## src/rtl/fanout_fork_pkg.sv

```systemverilog
// Shared types and constants for the eager-fork controller.
// The optional stall counter in fanout_fork_ctrl is enabled by FANOUT_FORK_STATS_EN.
package fanout_fork_pkg;

  localparam int unsigned FANOUT_DEFAULT_NUM_OUT = 6;
  localparam int unsigned STALL_CNT_WIDTH        = 32;

  typedef enum logic {
    IDLE,
    PARTIAL
  } fork_state_t;

  // Branch is satisfied for the current token if disabled, already done, or accepting now.
  function automatic logic branch_satisfied(input logic en, input logic done, input logic acc);
    return ~en | done | acc;
  endfunction

endpackage

```

## src/rtl/fanout_fork_stats.sv

```systemverilog
// Saturating stall-cycle counter for the fanout fork; cleared by synchronous reset.
// Only instantiated when FANOUT_FORK_STATS_EN is defined.
module fanout_fork_stats
  import fanout_fork_pkg::*;
#(
  parameter int unsigned WIDTH = STALL_CNT_WIDTH
) (
  input  logic             clk,
  input  logic             reset,
  input  logic             stall,
  output logic [WIDTH-1:0] count
);

  logic [WIDTH-1:0] count_q;
  logic [WIDTH-1:0] count_d;

  always_comb begin
    count_d = count_q;
    if (stall && !(&count_q)) begin
      count_d = count_q + 1'b1;
    end
  end

  always_ff @(posedge clk) begin
    if (reset) begin
      count_q <= '0;
    end else begin
      count_q <= count_d;
    end
  end

  assign count = count_q;

endmodule

```

## src/rtl/fanout_fork_ctrl.sv

```systemverilog
// Eager-fork controller: one ready/valid producer to NUM_OUT consumers with per-branch acceptance.
// Define FANOUT_FORK_STATS_EN to add the saturating stall_cycles output.
module fanout_fork_ctrl
  import fanout_fork_pkg::*;
#(
  parameter int unsigned NUM_OUT    = FANOUT_DEFAULT_NUM_OUT,
  parameter int unsigned DATA_WIDTH = 17
) (
  input  logic                          clk,
  input  logic                          reset,
  input  logic                          clk_en,
  input  logic [NUM_OUT-1:0]            cfg_out_en,
  input  logic [DATA_WIDTH-1:0]         in_data,
  input  logic                          in_valid,
  output logic                          in_ready,
  output logic [NUM_OUT*DATA_WIDTH-1:0] out_data,
  output logic [NUM_OUT-1:0]            out_valid,
  input  logic [NUM_OUT-1:0]            out_ready
`ifdef FANOUT_FORK_STATS_EN
  ,
  output logic [STALL_CNT_WIDTH-1:0]    stall_cycles
`endif
);

  fork_state_t state_q, state_d;
  logic [NUM_OUT-1:0] done_q, done_d;
  logic [NUM_OUT-1:0] held_q, held_d;

  logic [NUM_OUT-1:0] eff_mask;
  logic [NUM_OUT-1:0] acc;
  logic [NUM_OUT-1:0] satisfied;
  logic               active;
  logic               complete;

  // Mask is frozen once a token is partially delivered so config changes never split a token.
  assign eff_mask = (state_q == PARTIAL) ? held_q : cfg_out_en;
  assign active   = clk_en & ~reset;

  always_comb begin
    out_valid = '0;
    acc       = '0;
    satisfied = '0;
    for (int i = 0; i < int'(NUM_OUT); i++) begin
      out_valid[i] = active & in_valid & eff_mask[i] & ~done_q[i];
      acc[i]       = out_valid[i] & out_ready[i];
      satisfied[i] = branch_satisfied(eff_mask[i], done_q[i], acc[i]);
    end
  end

  assign complete = &satisfied;
  assign in_ready = active & complete;
  assign out_data = {NUM_OUT{in_data}};

  always_comb begin
    state_d = state_q;
    done_d  = done_q;
    held_d  = held_q;
    if (in_valid && in_ready) begin
      done_d  = '0;
      state_d = IDLE;
    end else if (clk_en) begin
      done_d  = done_q | acc;
      state_d = (|done_d) ? PARTIAL : IDLE;
      if (state_q == IDLE && state_d == PARTIAL) begin
        held_d = cfg_out_en;
      end
    end
  end

  always_ff @(posedge clk) begin
    if (reset) begin
      state_q <= IDLE;
      done_q  <= '0;
      held_q  <= '0;
    end else begin
      state_q <= state_d;
      done_q  <= done_d;
      held_q  <= held_d;
    end
  end

`ifdef FANOUT_FORK_STATS_EN
  fanout_fork_stats #(
    .WIDTH (STALL_CNT_WIDTH)
  ) u_stats (
    .clk   (clk),
    .reset (reset),
    .stall (clk_en & in_valid & ~in_ready),
    .count (stall_cycles)
  );
`endif

  no_dup_accept: assert property (@(posedge clk) disable iff (reset)
    (acc & done_q) == '0);

  in_valid_stable: assert property (@(posedge clk) disable iff (reset)
    (state_q == PARTIAL) |-> in_valid);

endmodule

```

## config.mk

```make
export PLATFORM = sky130hd
export DESIGN_NAME = fanout_fork_ctrl
export DESIGN_NICKNAME = d
export VERILOG_FILES = /design/src/rtl/fanout_fork_pkg.sv /design/src/rtl/fanout_fork_stats.sv /design/src/rtl/fanout_fork_ctrl.sv
export SDC_FILE = /design/constraint.sdc
export NUM_CORES = 1
export LEC_CHECK = 0
export CORE_ASPECT_RATIO = 1.4
export CORE_MARGIN = 1.5
export CORE_UTILIZATION = 25
export DETAILED_ROUTE_END_ITERATION = 10
export GPL_TIMING_DRIVEN = 0
export PLACE_DENSITY_LB_ADDON = 0.15
export SLEW_MARGIN = 20
export SYNTH_ARGS = -nofsm -noshare
export SYNTH_HDL_FRONTEND = slang
export SYNTH_SLANG_ARGS = --single-unit
```

## constraint.sdc

```tcl
create_clock -name clk -period 2.57 [get_ports clk]
set_clock_uncertainty 0.2 [all_clocks]
set_input_delay 0.514 -clock clk [delete_from_list [all_inputs] [get_ports clk]]
set_output_delay 0.514 -clock clk [all_outputs]
set_load 0.005 [all_outputs]
```

==> results of run 1 <==
registers in the layout (all words and copies together) (netlist names):
name,cells
held_q,6
state_q,1
done_q,6
what timing repair did:
item                       4_1_cts  5_1_grt
hold buffers                     0        0
pin swaps                        2        6
resized for setup               17       11
setup endpoints to repair       13        9
cloned                           1        0
buffers inserted                 6        3
worst max path at each step:
stage | slack (ns) | to | cells after the start
global route | 0.005 | out_valid[0] | 4
floorplan | 0.27 | held_q[0] | 6
finish | 0.08 | out_valid[0] | 4
global placement | -0.57 | in_ready | 7
CTS | -0.02 | in_ready | 7
detailed placement | -0.59 | in_ready | 7
power by group through the flow:
stage | clock network [uW] | logic, uW | registers, uW
floorplan | 0 | 207 | 219
global placement | 0 | 421 | 220
detailed placement | 0 | 422 | 220
CTS | 192 | 438 | 216
global route | 201 | 473 | 218
finish | 186 | 442 | 216
Yosys cell counts (all sizes together):
cell and instances:
a211oi 2, a31oi 2, and3 1, and3b 1, and4 1, and4bb 1, buf 103, clkbuf 2
dfxtp 13, inv 8, mux2 1, mux2i 11, nand2 3, nand2b 12, nand3b 3, nor2 12
nor3 7, nor4b 1, o22a 1, o22ai 1, o31a 4, or2 3, or2b 1
kinds of logic (layout without fill, tap and decap cells):
| logic type | after synthesis | count (layout) | synth area share (%) |
|---|---|---|---|
| mux | 12 | 12 | 7.71 |
| flops | 13 | 13 | 16.5 |
| buf+inv | 113 | 250 | 51.7 |
| compound gates | 10 | 10 | 4.93 |
| simple gates | 46 | 47 | 19.1 |
cell type report:
cell class / instances / area share [%]
Timing Repair Buffer: 133 / 42.7
Buffer: 105 / 25.6
Multi-Input combinational cell: 69 / 17.8
Clock buffer: 4 / 1.47
Tap cell: 72 / 2.94
Sequential cell: 13 / 8.51
Inverter: 8 / 0.982
cells in the final DEF (no fill, tap or decap), types with 2 or more instances in the layout:
cell type          n
nor2_1            12
o31a_1             4
nand3b_1           2
buf_6              2
dlymetal6s2s_1     5
nor3_1             5
clkbuf_1           3
clkbuf_8           3
nand2b_1          12
dlygate4sd2_1      7
inv_1              8
mux2i_1            7
a31oi_1            2
dfxtp_1           13
nand2_1            3
buf_4            110
or2_1              2
nor3_2             2
mux2i_2            4
clkdlybuf4s50_1  110
stage by stage:
step / cells / power (uW) / util (%) / hold slack, ns / TNS (ns)
3_3_place_gp: 390 / 640 / 47.1 / 0.259 / -5.81
5_1_grt: 404 / 892 / 49.6 / 0.301 / 0
2_1_floorplan: 194 / 426 / - / 0.245 / 0
6_report: 404 / 844 / 49.6 / 0.280 / 0
4_1_cts: 401 / 846 / 48.8 / 0.280 / -0.0218
3_5_place_dp: 390 / 642 / 47.1 / 0.267 / -5.84
routing by layer:
metal	track usage (%)	vias to the layer above	wire length (um)
li1	-	799	-
met1	13.0	630	1620
met2	21.9	95	2120
met3	3.33	4	433
met4	3.55	0	54
met5	0	-	0
worst max-delay path, stage by stage:
cell             delay (ns)
dlygate4sd2_1          0.32
nand3b_4               0.22
nor3_1                 0.19
clkdlybuf4s50_1        0.54
==> impl_results.md, run 1 <==
- DR vias: 1528
- Layout fillers: 628
- Hold Vio Cnt, Final: 0
- DP HPWL: 3.59 mm
- Area leader, netlist: buf_4
- Vias per cell: 3.78
- Rel. slew slack: 78.9%
- Worst-case clock buffer depth: 2
- Hold Path End: held_q[4]
- Net Sw Power: 205 uW
- Ys Warns: 0
- Count of cell types in the netlist: 26
- Syn_nets: 227
- Port Buffers: 124
- Clk sinks: 13
- Crit path launch: reset
- Place WS: -0.586 ns
- CP Data Required Time: 1.86 ns
- Number of synthesized register bits: 13
- Fin crit period: 2.49 ns
- Die H: 96.9 um
- Clock power frac: 22.0%
- Drt wl/cell: 10.5 um
- DRC Markers: 0
- Initial antenna violation count: 0
- Tcrit/Tclk final: 97.0%
- Ant diodes: 0
- Post-Syn Instances: 194
- Yosys top cell area share: 48.6%
- Endpoints failing setup: 0
- CTS tree: done
- Leak pwr: 0.00144 uW
- CP Max Fanout: 8
- Critical path launch point type: input port
- CTS Buf Count: 3
- Fin area: 3060 um2
- Logic pwr share: 52.3%
- Pwr Density: 276 nW/um2
- Area Overhead vs Synth: 94.4%
- RSZ-0062 raised after global routing: false
- Pre-antenna DRT Iters: 4
- Largest net degree at the start of global routing: 11
- Crit path DAT: 1.78 ns
- Post-synthesis sequential area ratio: 16.5%
- Placer Congestion: 0.706
- Critical path capture point type: output port
- Achievable frequency: 0.401 GHz
- Layout cell share with drive strength beyond 1: 40.1%
- Root Buffer: clkbuf_8
- Core area: 6170 um2
- Worst-path clk slew: 0.06 ns
- PnR worst setup slack: 0.0763 ns
- Storage cell area: 260 um2
- Max VDD drop: 217 uV
- DIE AREA: 6790 um2
- Iteration-0 DRC Markers: 15
- H-Tree Depth: 1
- Setup CP Type: input port to output port
- R2R depth: 10
- Sw frac: 24.3%
- Status: complete, no violations
- Worst hold start: held_q[4]
- # IOs: 142
- GRT overflow: 0
- Global-route wire length before repair: 6.71 mm
- Hold Path Depth: 2
- Worst-Margin Slew: 0.317 ns
- Hold Crit Class: flop to flop
- Area of the multi-input gates: 543 um2
- Nets@finish: 366
- Worst r2r dst: held_q[5]
- Syn avg cell area: 8.11 um2
- Die X: 70.1 um
- DP Area: 2910 um2
- Total global-route track usage: 11.9%
- P_int: 639 uW
- Max Cap Viol: 0
- Final count of pins violating max slew: 0
- Final ANT Viol Nets: 0
- Syn Std Cell Area: 1570 um2
- Synth area leaders: buf_4 49%, dfxtp_1 17%, mux2i_1 7.0%
- R2R setup slack: 0.22 ns
- Final WL: 4.23 mm
- Std-Cell Rows: 34
- Initial Utilization: 25.5%
- Number of global-route vias before repair: 1386
- Clk_lat worst skew: 0.25 ns
- Part of the power in registers: 25.6%
- Reg-to-Reg Start: state_q
(Power assumes the default switching activity.)
==> run 2, diff against run 1 <==
Settings changed: ABC_CLOCK_PERIOD_IN_PS set to 2300.
Clock period 2.57 ns to 2.3 ns, I/O delays scaled along.
==> run 2 against run 1 <==
Against the previous run:
- clock power is 14% higher
- via count is 0.52% higher
- critical endpoint is now held_q[5]
- global-route usage is 0.21 points higher
- critical path type is now flop to flop
- count of clock-buffer cells in the layout stayed put
- power is 15% higher
- the run now ends with setup timing left
==> impl_results.md, run 2 (synthesis gave the netlist of run 1 again) <==
- Final WL: 4.33 mm (+2.4%)
- CTS tree: done
- Net Sw Power: 243 uW (+19%)
- Global-route wire length before repair: 6.83 mm (+1.9%)
- DRT met1 WL: 1.64 mm (+1.5%)
- Die H: 96.9 um (unchanged)
- Clk_lat worst skew: 0.25 ns (about the same)
- Initial Utilization: 25.5% (unchanged)
- Die X: 70.1 um (unchanged)
- Max Cap Viol: 0 (unchanged)
- GRT overflow: 0 (unchanged)
- Pre-antenna DRT Iters: 3 (-1)
- DP HPWL: 3.59 mm (unchanged)
- Total power: 974 uW (+15%)
- Met2 wire length: 2.17 mm (+2.3%)
- Clk sinks: 13 (unchanged)
- CTS Buf Count: 3 (unchanged)
- CP Data Required Time: 2.28 ns (+0.42 ns)
- H-Tree Depth: 1 (unchanged)
- Vias per cell: 3.79 (+0.28%)
- Placer Congestion: 0.706 (unchanged)
- Critical path launch point type: flop
- Layout cell share with drive strength beyond 1: 42.3% (+2.3 points)
- Area of the multi-input gates: 587 um2 (+8.1%)
- PnR worst setup slack: -0.0620 ns (-0.138 ns)
- Violated checks: setup timing
- Fin crit period: 2.36 ns
- Final count of pins violating max slew: 0 (unchanged)
- Final std cells w/o fill: 405 (+0.25%)
- Biggest regs: done_q: 6 flops, held_q: 6 flops, state_q: 1 flops
- Worst-path clk slew: 0.06 ns (about the same)
- Crit path launch: state_q
- Hold Crit Class: flop to flop
- Post-CTS Hold Buffers: 0 (unchanged)
- Commonest non-fill, non-tap cell in the layout: buf_4
- Achievable frequency: 0.423 GHz
- Commonest non-fill, non-tap cells in the layout: 110 x buf_4, 108 x clkdlybuf4s50_1, 12 x nor2_1, 12 x nand2b_1, 12 x dfxtp_1
- Std-Cell Rows: 34 (unchanged)
- DR vias: 1536 (+0.52%)
- CP Max Fanout: 8 (unchanged)
- Part of the power in registers: 25.0% (-0.6 points)
- Met3 routed WL: 442 um (+2.1%)
- Setup CP Type: flop to flop
- Crit path DAT: 2.35 ns (+0.57 ns)
- Worst-case clock buffer depth: 2 (unchanged)
- Leak pwr: 0.00145 uW (+0.88%)
- Nets@finish: 367 (+0.27%)
- Drt wl/cell: 10.7 um (+2.1%)
- Ant diodes: 0 (unchanged)
- Rel. slew slack: 80.4% (+1.6 points)
- Sw frac: 25.0% (+0.67 points)
- Status: complete, but fails checks
- Endpoints failing setup: 7 (+7)
- Initial antenna violation count: 0 (unchanged)
- Max VDD drop: 255 uV (+18%)
- Final ANT Viol Nets: 0 (unchanged)
- Port Buffers: 124 (unchanged)
- Layout fillers: 627 (-0.16%)
- Total global-route track usage: 12.1% (+0.21 points)
- Storage cell area: 262 um2 (+0.48%)
- Area Overhead vs Synth: 98.2%
- Hold Vio Cnt, Final: 0 (unchanged)
- DIE AREA: 6790 um2 (unchanged)
- Tcrit/Tclk final: 103%
- Iteration-0 DRC Markers: 6 (-9)
- Top layer in use: met4
- Root Buffer: clkbuf_8
- # IOs: 142 (unchanged)
- Clock power frac: 21.8% (-0.2 points)
- # placed instances: 390 (unchanged)
- RSZ-0062 raised after global routing: true
- Reg-to-Reg Start: state_q
- Worst hold start: held_q[4]
- Core area: 6170 um2 (unchanged)
- Critical path capture point type: flop
- P_int: 730 uW (+14%)
- DRC Markers: 0 (unchanged)
- Largest net degree at the start of global routing: 11 (unchanged)
- Worst-Margin Slew: 0.294 ns (-0.0233 ns)
- Pwr Density: 312 nW/um2 (+13%)
- Logic pwr share: 53.2% (+0.9 points)
- Number of global-route vias before repair: 1407 (+1.5%)
## run 2: routing by layer
metal / vias up / track usage, %
met4: 0 / 3.55
li1: 800 / -
met2: 96 / 22.3
met1: 635 / 13.3
met5: - / 0
met3: 5 / 3.23
## run 2: power groups by stage
stage | Combinational [uW] | Clock [uW] | Sequential (uW)
floorplan | 232 | 0 | 245
global placement | 470 | 0 | 245
detailed placement | 471 | 0 | 246
CTS | 494 | 215 | 242
global route | 555 | 226 | 245
finish | 518 | 212 | 243
## run 2: area by class of cell
cell class	count	area share, %
Timing Repair Buffer	135	42.2
Buffer	104	25.3
Multi-Input combinational cell	69	18.8
Sequential cell	13	8.38
Tap cell	72	2.89
Clock buffer	4	1.44
Inverter	8	0.963
## run 2: path summary, 6_finish.rpt
check	end	slack, ns	depth (start not counted)
setup reg to reg	held_q[5]	-0.06	10
setup / recovery	held_q[5]	-0.06	10
hold / removal	held_q[4]	0.28	2
hold reg to reg	held_q[4]	0.28	2
## run 2: critical path, stage by stage, from the launching register on
cell     delay, ns
dfxtp_2       0.32
buf_12        0.14
mux2i_4       0.19
buf_6         0.12
buf_6         0.10
o31a_1        0.25
and4_4        0.18
and3_4        0.19
nor4b_4       0.25
buf_6         0.17
mux2i_1       0.17
## run 2: per-stage QoR
step	setup slack [ns]	instance area, um2	TNS [ns]	hold slack, ns	utilization (%)
final	-0.0620	3120	-0.366	0.277	50.6
after global routing	-0.169	3120	-1.08	0.301	50.6
after CTS	-0.151	3020	-0.722	0.280	48.9
after detailed placement	-0.782	2910	-9.78	0.267	47.1
after global placement	-0.770	2910	-9.76	0.259	47.1
after floorplan	0.0523	1570	0	0.245	-
## run 2: timing repair
action                                  CTS  global route
gates cloned                              1             0
endpoints found under the setup margin   20            10
resized for setup                        26            21
buffers inserted                          7             4
pin swaps                                 5             7
